<file path="config.mk">
export PLATFORM = sky130hd
export DESIGN_NAME = epmp_ibus_arbiter_flat
export DESIGN_NICKNAME = d
export VERILOG_FILES = /design/src/rtl/epmp_ibus_arbiter_if.sv /design/src/rtl/epmp_ibus_arbiter.sv /design/src/flat_wrapper.sv
export SDC_FILE = /design/constraint.sdc
export NUM_CORES = 1
export LEC_CHECK = 0
export CAP_MARGIN = 0
export CORE_AREA = 2 2 39 41
export CTS_CLUSTER_SIZE = 12
export DETAILED_ROUTE_END_ITERATION = 10
export DIE_AREA = 0 0 41 43
export DONT_BUFFER_PORTS = 1
export PLACE_DENSITY = 0.62
export REMOVE_ABC_BUFFERS = 1
export SLEW_MARGIN = 5
export SYNTH_ARGS = -nofsm -noshare
export SYNTH_HDL_FRONTEND = slang
export SYNTH_SLANG_ARGS = --single-unit
</file>
<file path="constraint.sdc">
create_clock -name clk -period 1.97 [get_ports clk]
set_input_delay 0.197 -clock clk [delete_from_list [all_inputs] [get_ports clk]]
set_output_delay 0.197 -clock clk [all_outputs]
set_load 0.05 [all_outputs]
</file>
<file path="src/rtl/epmp_ibus_arbiter_if.sv">
`default_nettype none
// ============================================================================
// Module   : epmp_ibus_arbiter_if
// Purpose  : Bundles the IBH bus request/grant signals shared between the
//            tristate sources and the IBH round-robin arbiter.
// Signals  : req     - per-source bus request (source index = bit position)
//            gnt     - one-hot registered grant / source output-enable
//            owner   - binary index of the current grantee (valid while busy)
//            busy    - high exactly when some gnt bit is high
//            timeout - one-cycle pulse on a watchdog-forced release
// Modports : master - the bus sources (drive req, observe grant status)
//            slave  - the arbiter (samples req, drives grant status)
// Revision : 1.0 - initial release
// ============================================================================
interface epmp_ibus_arbiter_if #(
    parameter int NREQ = 4
);
    logic [NREQ-1:0] req;
    logic [NREQ-1:0] gnt;
    logic [2:0]      owner;
    logic            busy;
    logic            timeout;

    modport master (
        output req,
        input  gnt,
        input  owner,
        input  busy,
        input  timeout
    );

    modport slave (
        input  req,
        output gnt,
        output owner,
        output busy,
        output timeout
    );
endinterface
`default_nettype wire

</file>
<file path="src/rtl/epmp_ibus_arbiter.sv">
`default_nettype none
// ============================================================================
// Module   : epmp_ibus_arbiter
// Purpose  : Round-robin arbiter/sequencer for the EPMP internal high-byte
//            bus (IBH). Issues one-hot registered grants that drive each
//            source's output-enable, with a mandatory one-cycle turnaround
//            between successive owners.
// Ports    : clk  - system clock, all state changes on posedge
//            rst  - asynchronous, active-high reset
//            ibus - epmp_ibus_arbiter_if.slave (req in; gnt/owner/busy/timeout
//                   out, all registered)
// Params   : NREQ     - number of bus sources (2..8)
//            HOLD_MAX - max GRANT cycles per tenure (1..15), watchdog only
// Options  : EPMP_IBUS_TIMEOUT_EN - when defined, a hold watchdog forces
//            release after HOLD_MAX cycles and pulses timeout; when undefined
//            tenure is unbounded and timeout is tied low.
// Revision : 1.0 - initial release
// ============================================================================
module epmp_ibus_arbiter #(
    parameter int NREQ     = 4,
    parameter int HOLD_MAX = 8
) (
    input  wire logic           clk,
    input  wire logic           rst,
    epmp_ibus_arbiter_if.slave  ibus
);
    localparam int PW = (NREQ > 1) ? $clog2(NREQ) : 1;
    // One extra bit so pointer + offset can exceed NREQ before wrapping.
    localparam int CW = PW + 1;

    typedef enum logic [1:0] {
        S_IDLE  = 2'd0,
        S_GRANT = 2'd1,
        S_TURN  = 2'd2
    } state_e;

    state_e          state_q, state_d;
    logic [NREQ-1:0] gnt_q, gnt_d;
    logic [2:0]      owner_q, owner_d;
    logic            busy_q, busy_d;
    logic [PW-1:0]   ptr_q, ptr_d;

    logic            win_found;
    logic [PW-1:0]   win_idx;
    logic [CW-1:0]   cand;
    logic            owner_req;

`ifdef EPMP_IBUS_TIMEOUT_EN
    logic [3:0]      hold_q, hold_d;
    logic            timeout_q, timeout_d;
`endif

    // Round-robin search: first set request at or after the pointer, wrapping.
    always_comb begin
        win_found = 1'b0;
        win_idx   = '0;
        cand      = '0;
        for (int i = 0; i < NREQ; i++) begin
            cand = {1'b0, ptr_q} + CW'(i);
            if (cand >= CW'(NREQ)) begin
                cand = cand - CW'(NREQ);
            end
            if (!win_found && ibus.req[cand[PW-1:0]]) begin
                win_found = 1'b1;
                win_idx   = cand[PW-1:0];
            end
        end
    end

    assign owner_req = ibus.req[owner_q[PW-1:0]];

    always_comb begin
        state_d = state_q;
        gnt_d   = gnt_q;
        owner_d = owner_q;
        busy_d  = busy_q;
        ptr_d   = ptr_q;
`ifdef EPMP_IBUS_TIMEOUT_EN
        hold_d    = hold_q;
        timeout_d = 1'b0;
`endif
        case (state_q)
            // IDLE and TURN arbitrate identically; TURN only exists so the
            // bus sees one undriven cycle between owners.
            S_IDLE, S_TURN: begin
                if (win_found) begin
                    state_d = S_GRANT;
                    gnt_d   = NREQ'(1) << win_idx;
                    owner_d = 3'(win_idx);
                    busy_d  = 1'b1;
                    ptr_d   = (win_idx == PW'(NREQ - 1)) ? '0 : win_idx + PW'(1);
`ifdef EPMP_IBUS_TIMEOUT_EN
                    hold_d  = 4'd1;
`endif
                end else begin
                    state_d = S_IDLE;
                    gnt_d   = '0;
                    busy_d  = 1'b0;
                end
            end
            S_GRANT: begin
                if (!owner_req) begin
                    state_d = S_TURN;
                    gnt_d   = '0;
                    busy_d  = 1'b0;
                end
`ifdef EPMP_IBUS_TIMEOUT_EN
                else if (hold_q == 4'(HOLD_MAX)) begin
                    state_d   = S_TURN;
                    gnt_d     = '0;
                    busy_d    = 1'b0;
                    timeout_d = 1'b1;
                end else if (hold_q != 4'hF) begin
                    hold_d = hold_q + 4'd1;
                end
`endif
            end
            default: begin
                state_d = S_IDLE;
                gnt_d   = '0;
                busy_d  = 1'b0;
            end
        endcase
    end

    always_ff @(posedge clk or posedge rst) begin
        if (rst) begin
            state_q   <= S_IDLE;
            gnt_q     <= '0;
            owner_q   <= 3'd0;
            busy_q    <= 1'b0;
            ptr_q     <= '0;
`ifdef EPMP_IBUS_TIMEOUT_EN
            hold_q    <= 4'd0;
            timeout_q <= 1'b0;
`endif
        end else begin
            state_q   <= state_d;
            gnt_q     <= gnt_d;
            owner_q   <= owner_d;
            busy_q    <= busy_d;
            ptr_q     <= ptr_d;
`ifdef EPMP_IBUS_TIMEOUT_EN
            hold_q    <= hold_d;
            timeout_q <= timeout_d;
`endif
        end
    end

    assign ibus.gnt   = gnt_q;
    assign ibus.owner = owner_q;
    assign ibus.busy  = busy_q;
`ifdef EPMP_IBUS_TIMEOUT_EN
    assign ibus.timeout = timeout_q;
`else
    assign ibus.timeout = 1'b0;
`endif

endmodule
`default_nettype wire
</file>
<file path="src/flat_wrapper.sv">
// flat-port wrapper written by rule: the top's interface ports become plain ports
module epmp_ibus_arbiter_flat 
#(
    parameter int NREQ     = 4,
    parameter int HOLD_MAX = 8
)
  (clk, rst, ibus_req, ibus_gnt, ibus_owner, ibus_busy, ibus_timeout);
  epmp_ibus_arbiter_if #(.NREQ(NREQ)) ibus_i ();
  input  wire logic clk;
  input  wire logic rst;
  input wire logic [$bits(ibus_i.req)-1:0] ibus_req;
  output wire logic [$bits(ibus_i.gnt)-1:0] ibus_gnt;
  output wire logic [$bits(ibus_i.owner)-1:0] ibus_owner;
  output wire logic [$bits(ibus_i.busy)-1:0] ibus_busy;
  output wire logic [$bits(ibus_i.timeout)-1:0] ibus_timeout;
  assign ibus_i.req = ibus_req;
  assign ibus_gnt = ibus_i.gnt;
  assign ibus_owner = ibus_i.owner;
  assign ibus_busy = ibus_i.busy;
  assign ibus_timeout = ibus_i.timeout;
  epmp_ibus_arbiter #(.NREQ(NREQ), .HOLD_MAX(HOLD_MAX)) u_core (.clk(clk), .rst(rst), .ibus(ibus_i));
endmodule
</file>
==> flow_summary.yaml <==
outcome:
  status: "complete, no violations"
global_routing:
  grt_pass1_vias: 360
  grt_max_degree: 11
  antenna_found_initial: 0
  grt_usage_pct: 13.10
  grt_pass1_wl_um: 1545
  grt-ovfl-total: 0
placement:
  gp_congestion: 0.7809
  place.port_buffers: 0
  place_hpwl_um: 740.4
  post-place-cells: 68
die:
  start_util_pct: 40.51
  dieArea_um2: 1763
  io_pins: 15
  fp.dieW_um: 41
  row_count: 14
  fp.dieH_um: 43
  core_um2: 1384
logic_synthesis:
  ys.warnings.count: 0
  synth_area_leader_cell: "dfrtp_1"
  synth_common_cells: "dfrtp_1, a22o_2, ha_1, nor2_1, inv_1"
  synth-main-ff-cell: "dfrtp_1"
  yosys_register_bits: 10
  avgSynthCellArea_um2: 11.21
  yosysMostFrequentCell: "dfrtp_1"
  async_flop_share_pct: 100.0
  yosysSeqAreaShare_pct: 44.64
  synth_edf_count: 0
  syn_area_um2: 560.5
  synth_top_area_share_pct: 44.64
  yosys-top-cells-area: "dfrtp_1, ha_1, a22o_2"
  synthCells: 50
  synth_cell_types: 25
layout:
  syn_to_final_growth_pct: 13.84
  drive_above_1_share_pct: 31.58
  nNetsFinal: 68
  fin_cells: 73
  diodes: 0
  fillCellCount: 123
cts:
  cts_max_level: 1
  clk_latency_ns: 0.26
  cts_tree: "done"
  cts_sinks: 10
  path_clk_slew_ns: 0.07
  cts_resized: 0
  cts_made_buffers: 3
  clock-root-buffer: "clkbuf_4"
  ctsLongestPathBuffers: 2
worst_setup_path:
  worstPathMaxFanout: 5
  max_stage_delay_ns: 0.41
  ff2ff_path_depth: 6
  cp_slowest_cell: "dfrtp_1"
  worst-path-buf-inv: 0
  cp_num_cells: 6
  ff2ff_setup_slack_ns: 0.29
  arrival_ns: 1.83
  criticalPathCategory: "flip-flop to flip-flop"
  reg2reg_to: "u_core.ptr_q[1]"
  worst_setup_path_end_kind: "flip-flop"
  crit_family: "flip-flops"
  worstPathCellList: "nor2b_1 > nor3_1 > a31oi_1 > nor2_1 > ha_1 > mux2_2"
  r2r-start: "u_core.ptr_q[0]"
  cp-start-kind: "flip-flop"
  cp_data_required_time_ns: 2.12
  startpoint: "u_core.ptr_q[0]"
detailed_routing:
  wl_per_cell_um: 12.93
  drt-total-wl_um: 944
  viasPerCell: 5.082
  drt_iter0_drc: 8
  drc: 0
  ant_nets: 0
  dr.pass1.iters: 4
  vias: 371
sta:
  fin_skew_ns: 0.0002272
  fin_crit_ns: 1.683
  fin_crit_sh_pct: 85.41
  rsz0062_at_grt: "no"
  setup_tns_ns: 0
  fmax_mhz: 594.3
  setup_violations: 0
  slew_violations: 0
  hold_violations: 0
power:
  power_density_nw_per_um2: 1881
  ir_drop_mv: 0.7703
  finalPower_mw: 1.200
  p_leak_nw: 0.3030
hold_path:
  hold_class: "input port to flip-flop"
  hold_path_depth: 2
  hold_start: "ibus_req[0]"
  hold_end: "u_core.state_q[1]"
flow_run:
  max_cap_violations: 0
==> stage by stage <==
step	setup WS (ns)	hold WS [ns]	area, µm²	util (%)
floorplan	0.2411	0.03718	549.3	-
global placement	0.3289	0.08321	591.8	42.77
detailed placement	0.2949	0.09064	591.8	42.77
CTS	0.2831	0.2491	638.1	46.11
global route	0.1112	0.2434	638.1	46.11
finish	0.2875	0.2499	638.1	46.11
==> per-layer routing <==
metal	GRT usage [%]	part of all wire, %
met4	6.000	0
met2	19.06	50
met5	0	0
met1	17.67	46
met3	3.141	4.2
==> report_power, final <==
part,switching (mW),total (mW),internal (mW)
Combinational,0.288,0.518,0.230
Clock,0.0698,0.182,0.112
Sequential,0.200,0.500,0.300
==> layout by cell type, fill, tap and decap left out <==
cell type | netlist | final
a21bo_2 | 1 | 1
a21boi_0 | 1 | 1
a21o_1 | 1 | 1
a21oi_2 | 1 | 1
a22o_2 | 4 | 4
a31oi_1 | 1 | 1
and3b_4 | 1 | 1
buf_4 | 2 | 3
clkbuf_4 | 0 | 3
clkbuf_8 | 0 | 1
conb_1 | 1 | 2
dfrtp_1 | 10 | 10
dlygate4sd3_1 | 0 | 1
ha_1 | 4 | 4
inv_1 | 3 | 3
mux2_2 | 2 | 2
mux4_2 | 1 | 1
nand2_1 | 2 | 2
nand2b_1 | 2 | 2
nor2_1 | 4 | 4
nor2b_1 | 2 | 2
nor3_1 | 1 | 1
nor3b_1 | 1 | 1
o21ai_0 | 1 | 1
o22a_1 | 1 | 1
o22ai_1 | 1 | 1
or2_1 | 1 | 1
or2_2 | 1 | 1
==> final cells by class <==
cell class,count,area [µm²],area share (%)
clock buffers,4,36.28,5.686
inverters,3,11.26,1.765
multi-input cells,36,287.8,45.10
flip-flops and latches,10,250.2,39.22
well taps,16,20.02,3.137
repair buffers,4,32.53,5.098
==> sequential cells by signal (all words and copies together) (netlist names) <==
name and flops:
u_core.ibus.gnt 4, u_core.state_q 2, u_core.ptr_q 2, u_core.ibus.owner 2
==> worst max-delay path by stage <==
stage / endpoint / slack [ns]
final: u_core.ptr_q[1] / 0.29
after global routing: u_core.ptr_q[1] / 0.11
after CTS: u_core.ptr_q[1] / 0.28
after detailed placement: u_core.ptr_q[1] / 0.29
after global placement: u_core.ptr_q[1] / 0.33
after floorplan: u_core.state_q[0] / 0.24
==> what timing repair did <==
| action | CTS | global route |
|---|---|---|
| buffers inserted | 0 | 0 |
| hold buffers | 1 | 0 |
| hold endpoints to repair | 10 | 0 |
==> kinds of logic (layout without fill, tap and decap cells) <==
kind of cell               count (synthesis)  after routing  synth area share, %
adders and majority gates                  4              4                8.929
AOI/OAI and AO/OA                         12             12                17.86
buffers and inverters                      5             11                4.687
other                                      1              2               0.6690
muxes                                      3              3                8.035
DFF                                       10             10                44.64
and+or+nand+nor                           15             15                15.18
Note: power is estimated with default switching activity, not from simulation.
